### src/rtl/mac_drain_pkg.sv
// Shared types and requantization for the MAC result drain.
// Optional build macro: MAC_DRAIN_RELU_EN (clamp negative features to zero).
package mac_drain_pkg;

  localparam int IN_W  = 13;
  localparam int OUT_W = 7;
  localparam int SHIFT = 3;
  localparam int NUM_N = 4;

  localparam int SAT_MAX = (2 ** (OUT_W - 1)) - 1;
  localparam int SAT_MIN = -(2 ** (OUT_W - 1));

  typedef enum logic {IDLE, SEND} state_t;

  // n[0] is neuron4 ... n[3] is neuron7
  typedef struct packed {
    logic [NUM_N-1:0][IN_W-1:0] n;
  } mac_vec_t;

  // Floor shift, optional ReLU, then saturate into the output range.
  function automatic logic [OUT_W-1:0] requant(input logic signed [IN_W-1:0] x);
    logic signed [IN_W-1:0] t;
    logic [OUT_W-1:0]       r;
    t = x >>> SHIFT;
`ifdef MAC_DRAIN_RELU_EN
    if (t < 0) t = '0;
`endif
    if (int'(t) > SAT_MAX)      r = OUT_W'(SAT_MAX);
    else if (int'(t) < SAT_MIN) r = OUT_W'(SAT_MIN);
    else                        r = t[OUT_W-1:0];
    return r;
  endfunction

endpackage

### src/rtl/mac_result_drain_if.sv
// Output feature stream: one requantized neuron per valid/ready beat.
interface mac_result_drain_if #(parameter int OUT_W = mac_drain_pkg::OUT_W);
  logic             out_valid;
  logic             out_ready;
  logic [OUT_W-1:0] out_data;
  logic [1:0]       out_idx;
  logic             out_last;

  modport master (output out_valid, out_data, out_idx, out_last, input out_ready);
  modport slave  (input out_valid, out_data, out_idx, out_last, output out_ready);
endinterface

### src/rtl/mac_vec_fifo.sv
// Synchronous FIFO of MAC result vectors. A push into a full FIFO is
// accepted when a pop happens at the same edge.
module mac_vec_fifo
  import mac_drain_pkg::*;
#(
  parameter int DEPTH = 4
) (
  input  logic                       clk,
  input  logic                       rst,
  input  logic                       push,
  input  logic                       pop,
  input  mac_vec_t                   wr_data,
  output mac_vec_t                   rd_data,
  output logic                       full,
  output logic                       empty,
  output logic [$clog2(DEPTH):0]     count
);

  localparam int AW = $clog2(DEPTH);

  mac_vec_t       mem_q [DEPTH];
  logic [AW-1:0]  wr_ptr_q, wr_ptr_d;
  logic [AW-1:0]  rd_ptr_q, rd_ptr_d;
  logic [AW:0]    count_q, count_d;
  logic           wr_en, rd_en;

  assign full    = (count_q == (AW+1)'(DEPTH));
  assign empty   = (count_q == '0);
  assign count   = count_q;
  assign rd_data = mem_q[rd_ptr_q];
  assign rd_en   = pop && !empty;
  assign wr_en   = push && (!full || rd_en);

  // Next pointer and occupancy; pointers wrap naturally since DEPTH is a power of 2.
  always_comb begin
    wr_ptr_d = wr_ptr_q;
    rd_ptr_d = rd_ptr_q;
    count_d  = count_q;
    if (wr_en) wr_ptr_d = wr_ptr_q + 1'b1;
    if (rd_en) rd_ptr_d = rd_ptr_q + 1'b1;
    case ({wr_en, rd_en})
      2'b10:   count_d = count_q + 1'b1;
      2'b01:   count_d = count_q - 1'b1;
      default: count_d = count_q;
    endcase
  end

  // Storage needs no reset; only the pointers define what is valid.
  always_ff @(posedge clk) begin
    if (wr_en) mem_q[wr_ptr_q] <= wr_data;
  end

  // Pointer and count registers.
  always_ff @(posedge clk) begin
    if (rst) begin
      wr_ptr_q <= '0;
      rd_ptr_q <= '0;
      count_q  <= '0;
    end else begin
      wr_ptr_q <= wr_ptr_d;
      rd_ptr_q <= rd_ptr_d;
      count_q  <= count_d;
    end
  end

endmodule

### src/rtl/mac_result_drain.sv
// Drains 4-neuron MAC result vectors: capture on the MAC ready pulse into a
// FIFO, then stream one requantized neuron per beat.
// Optional build macro: MAC_DRAIN_RELU_EN (ReLU before saturation).
module mac_result_drain
  import mac_drain_pkg::*;
#(
  parameter int FIFO_DEPTH = 4
) (
  input  logic                   clk,
  input  logic                   rst,
  input  logic                   in_ready_mac1,
  input  logic signed [IN_W-1:0] neuron4,
  input  logic signed [IN_W-1:0] neuron5,
  input  logic signed [IN_W-1:0] neuron6,
  input  logic signed [IN_W-1:0] neuron7,
  mac_result_drain_if.master     strm,
  output logic                   overflow_err,
  output logic                   busy
);

  mac_vec_t                  in_vec, fifo_rd;
  logic                      fifo_pop, fifo_full, fifo_empty;
  logic [$clog2(FIFO_DEPTH):0] fifo_count;

  state_t           state_q, state_d;
  mac_vec_t         hold_q, hold_d;
  logic [1:0]       idx_q, idx_d;
  logic             valid_q, valid_d;
  logic [OUT_W-1:0] data_q, data_d;
  logic             last_q, last_d;
  logic             ovf_q, ovf_d;

  assign in_vec.n = {neuron7, neuron6, neuron5, neuron4};

  mac_vec_fifo #(.DEPTH(FIFO_DEPTH)) u_fifo (
    .clk     (clk),
    .rst     (rst),
    .push    (in_ready_mac1),
    .pop     (fifo_pop),
    .wr_data (in_vec),
    .rd_data (fifo_rd),
    .full    (fifo_full),
    .empty   (fifo_empty),
    .count   (fifo_count)
  );

  // Next-state for the drain FSM; output beat is computed from the
  // next holding value so the first beat appears the cycle after the pop.
  always_comb begin
    state_d  = state_q;
    hold_d   = hold_q;
    idx_d    = idx_q;
    valid_d  = valid_q;
    fifo_pop = 1'b0;
    case (state_q)
      IDLE: begin
        if (!fifo_empty) begin
          fifo_pop = 1'b1;
          hold_d   = fifo_rd;
          idx_d    = 2'd0;
          valid_d  = 1'b1;
          state_d  = SEND;
        end
      end
      SEND: begin
        if (valid_q && strm.out_ready) begin
          if (idx_q != 2'd3) begin
            idx_d = idx_q + 1'b1;
          end else if (!fifo_empty) begin
            fifo_pop = 1'b1;
            hold_d   = fifo_rd;
            idx_d    = 2'd0;
          end else begin
            idx_d   = 2'd0;
            valid_d = 1'b0;
            state_d = IDLE;
          end
        end
      end
      default: state_d = IDLE;
    endcase

    if (valid_d) begin
      data_d = requant($signed(hold_d.n[idx_d]));
      last_d = (idx_d == 2'd3);
    end else begin
      data_d = '0;
      last_d = 1'b0;
    end

    // A vector is lost only when the FIFO is full and nothing leaves it.
    ovf_d = ovf_q | (in_ready_mac1 && fifo_full && !fifo_pop);
  end

  // FSM state and registered stream outputs.
  always_ff @(posedge clk) begin
    if (rst) begin
      state_q <= IDLE;
      hold_q  <= '0;
      idx_q   <= '0;
      valid_q <= 1'b0;
      data_q  <= '0;
      last_q  <= 1'b0;
      ovf_q   <= 1'b0;
    end else begin
      state_q <= state_d;
      hold_q  <= hold_d;
      idx_q   <= idx_d;
      valid_q <= valid_d;
      data_q  <= data_d;
      last_q  <= last_d;
      ovf_q   <= ovf_d;
    end
  end

  assign strm.out_valid = valid_q;
  assign strm.out_data  = data_q;
  assign strm.out_idx   = idx_q;
  assign strm.out_last  = last_q;
  assign overflow_err   = ovf_q;
  assign busy           = (fifo_count != '0) || (state_q == SEND);

endmodule

### src/flat_wrapper.sv
// flat-port wrapper written by rule: the top's interface ports become plain ports
module mac_result_drain_flat import mac_drain_pkg::*;
#(
  parameter int FIFO_DEPTH = 4
)
  (clk, rst, in_ready_mac1, neuron4, neuron5, neuron6, neuron7, overflow_err, busy, strm_out_valid, strm_out_data, strm_out_idx, strm_out_last, strm_out_ready);
  mac_result_drain_if strm_i ();
  input  logic clk;
  input  logic rst;
  input  logic in_ready_mac1;
  input  logic signed [IN_W-1:0] neuron4;
  input  logic signed [IN_W-1:0] neuron5;
  input  logic signed [IN_W-1:0] neuron6;
  input  logic signed [IN_W-1:0] neuron7;
  output logic overflow_err;
  output logic busy;
  output wire logic [$bits(strm_i.out_valid)-1:0] strm_out_valid;
  output wire logic [$bits(strm_i.out_data)-1:0] strm_out_data;
  output wire logic [$bits(strm_i.out_idx)-1:0] strm_out_idx;
  output wire logic [$bits(strm_i.out_last)-1:0] strm_out_last;
  input wire logic [$bits(strm_i.out_ready)-1:0] strm_out_ready;
  assign strm_out_valid = strm_i.out_valid;
  assign strm_out_data = strm_i.out_data;
  assign strm_out_idx = strm_i.out_idx;
  assign strm_out_last = strm_i.out_last;
  assign strm_i.out_ready = strm_out_ready;
  mac_result_drain #(.FIFO_DEPTH(FIFO_DEPTH)) u_core (.clk(clk), .rst(rst), .in_ready_mac1(in_ready_mac1), .neuron4(neuron4), .neuron5(neuron5), .neuron6(neuron6), .neuron7(neuron7), .strm(strm_i), .overflow_err(overflow_err), .busy(busy));
endmodule
### config.mk
export PLATFORM = sky130hd
export DESIGN_NAME = mac_result_drain_flat
export DESIGN_NICKNAME = d
export VERILOG_FILES = /design/src/rtl/mac_drain_pkg.sv /design/src/rtl/mac_result_drain_if.sv /design/src/rtl/mac_vec_fifo.sv /design/src/rtl/mac_result_drain.sv /design/src/flat_wrapper.sv
export SDC_FILE = /design/constraint.sdc
export NUM_CORES = 1
export LEC_CHECK = 0
export BUFFER_PORTS_ARGS = -buffer_cell sky130_fd_sc_hd__buf_2
export CAP_MARGIN = 20
export CELL_PAD_IN_SITES_DETAIL_PLACEMENT = 1
export CELL_PAD_IN_SITES_GLOBAL_PLACEMENT = 1
export CORE_MARGIN = 3
export CORE_UTILIZATION = 35
export CTS_CLUSTER_DIAMETER = 200
export DETAILED_ROUTE_END_ITERATION = 6
export PLACE_DENSITY = 0.67
export REMOVE_ABC_BUFFERS = 1
export SKIP_CTS_REPAIR_TIMING = 1
export SLEW_MARGIN = 20
export SYNTH_ARGS = -nofsm -noshare
export SYNTH_HDL_FRONTEND = slang
export SYNTH_SLANG_ARGS = --single-unit
export TNS_END_PERCENT = 1
### constraint.sdc
create_clock -name clk -period 3 [get_ports clk]
set_clock_uncertainty 0.2 [all_clocks]
set_input_delay 0.15 -clock clk [delete_from_list [all_inputs] [get_ports clk]]
set_output_delay 0.15 -clock clk [all_outputs]
set_load 0.01 [all_outputs]
==> metrics.cfg <==
[worst_setup_path]
worstPathArrival_ns = 2.95
critPathCaptureType = flop
r2r_end = u_core.strm.out_data[0]
r2r_slack_ns = 0.19
r2r-start = u_core.strm.out_idx[0]
cp_max_fo = 15
cp-start-kind = flop
setup.worst_path.class = flop to flop
required_ns = 3.14
r2r_cells = 9

[clocking]
clk_latency_ns = 0.51
path_clk_slew_ns = 0.06
cts_buffer_depth = 3
cts_buffers = 24
ctsHtreeMaxLevel = 1
cts_sinks = 222
cts_root_buffer = clkbuf_16
cts_tree = built

[sta]
min_period_ns = 2.81
fmax_ghz = 0.356
setup_violations = 0
tns_ns = 0
finalCritPeriodShare = 0.937
worstMarginPinSlew_ns = 0.778
timing.hold.ws_ns = 0.0587
slew_violations = 0
timing.slew.headroom = 0.478
hold_viol = 0
rsz0062_at_grt = false

[grt]
grt_max_degree = 53
grt-ovfl-total = 0
antenna_found_initial = 0
grt_pass1_vias = 4953
track_usage = 0.136
grt_pass1_wl_mm = 27.8

[cells_and_area]
nets = 674
fill_cells = 2301
fin_util = 0.442
drive_above_1_share = 0.261
final_area_um2 = 10500
final_common_cell = edfxtp_1
synthToLayoutAreaGrowth_pct = 23.0
antenna_cells = 0
final_cell_mix = edfxtp_1, dfxtp_1, buf_2

[detailed_routing]
drt-pass1-iter-count = 4
vias_per_cell = 4.84
drc = 0
wirelength_mm = 17.8
ant_nets = 0
drt-initial-drc-count = 290
post_drt_wl_per_cell_um = 18.8
vias = 4589

[place]
place_area_um2 = 9270
hpwlAfterDp_mm = 10.9
routabilityCongestion = 0.694
io_buffers = 56

[yosys]
avgSynthCellArea_um2 = 17.2
synthCells = 495
ys_warn_count = 0
synth_area_um2 = 8540
ys_types = 38
seq_area_frac_synth = 0.708
synth_seq_cells = 222

[pwr]
power_density_nw_per_um2 = 897
power_w = 0.00941
leakage_nw = 3.67
peakVddDrop_mv = 0.397

[worst_hold_path]
min_path_cells = 3
hp-start = rst
min_to = u_core.hold_q[33]
holdCritPathClass = primary input to flop

[floorplanning]
rows = 56
coreArea_um2 = 23800
die_x_um = 162
die_h_um = 162
ios = 69
initial_utilization = 0.359
die_area_um2 = 26300

[outcome]
status = finished clean

[flow_run]
maxCapViolCount = 0

[synthesized netlist by cell type, drive strengths merged]
master  number  area [um2]
nand4b       1        8.76
and2         1        6.26
mux2i       53         534
inv         10        37.5
and4         5        43.8
and3         4        25.0
fa           1        20.0
clkbuf      11        41.3
dfxtp       62        1240
nor4         1        12.5
nand2        5        18.8
ha           6        75.1
mux4        40         908
edfxtp     160        4800
a21oi       12        63.8
xor2         3        26.3
xnor2        2        17.5
nand3       21         105
buf         16         135
o21ai        4        20.0
nand4        6        37.5
mux2         4        48.8
nor2        55         206
nor3         2        15.0
o41ai        6        52.6
a41oi        1        8.76
or3          1        6.26
o21a         2        15.0
[power by group]
group          internal, W  leakage, nW  switching, W
Sequential         0.00372         1.98      0.000171
Clock              0.00165        0.370       0.00111
Combinational      0.00130         1.32       0.00146
[registers in the layout, indices dropped and copies added (netlist names), named ones only]
register	cells
u_core.u_fifo.wr_ptr_q	2
u_core.overflow_err	1
u_core.u_fifo.rd_ptr_q	2
u_core.strm.out_idx	2
u_core.state_q	1
u_core.hold_q	40
u_core.strm.out_data	7
u_core.strm.out_last	1
u_core.u_fifo.count	3
u_core.strm.out_valid	1
u_core.u_fifo.mem_q	160
[per-stage QoR]
step	setup slack, ns	cells
finish	0.190	948
global route	0.0115	948
CTS	0.0671	903
detailed placement	0.0856	859
global placement	0.217	859
floorplan	-1.08	468
[cells by family after synthesis]
group | count (synthesis) | synth area share
xor gates and xnor gates | 5 | 0.00513
muxes | 97 | 0.175
buffers and inverters | 37 | 0.0251
DFF | 222 | 0.708
adders and majority gates | 7 | 0.0111
AOI/OAI and AO/OA | 25 | 0.0188
and+or+nand+nor | 102 | 0.0569
[worst max-delay path, stage by stage, from the launching register on]
cell and delay [ns]:
dfxtp_1 0.40, ha_1 0.24, nand3_2 0.12, a21oi_4 0.18, buf_12 0.19, mux2i_1 0.25, mux2i_1 0.13, mux2_2 0.40
o41ai_1 0.40, a21oi_1 0.13
[worst max-delay path by stage]
stage | start | to | slack, ns | depth (start not counted)
after floorplan | u_core.strm.out_idx[0] | u_core.u_fifo.count[2] | -1.08 | 9
after global placement | u_core.strm.out_idx[0] | u_core.strm.out_data[2] | 0.22 | 9
after detailed placement | u_core.strm.out_idx[0] | u_core.strm.out_data[0] | 0.09 | 9
after CTS | u_core.strm.out_idx[0] | u_core.strm.out_data[1] | 0.07 | 9
after global routing | u_core.strm.out_idx[0] | u_core.u_fifo.count[2] | 0.01 | 12
final | u_core.strm.out_idx[0] | u_core.strm.out_data[0] | 0.19 | 9
[area by class of cell]
| type | count | area (um2) | area share |
|---|---|---|---|
| flip-flops and latches | 222 | 6050 | 0.576 |
| clock buffers | 39 | 728 | 0.0694 |
| multi-input cells | 236 | 2320 | 0.221 |
| clock inverters | 5 | 22.5 | 0.00214 |
| well taps | 319 | 399 | 0.0380 |
| repair buffers | 117 | 948 | 0.0903 |
| inverters | 10 | 37.5 | 0.00357 |
[routing by layer]
layer,vias to the layer above,global-route usage,part of all wire
li1,2150,-,-
met1,2344,0.176,0.45
met2,74,0.238,0.50
met3,21,0.0250,0.037
met4,0,0.0337,0.014
met5,-,0,0
Note: power is estimated with default switching activity, not from simulation.
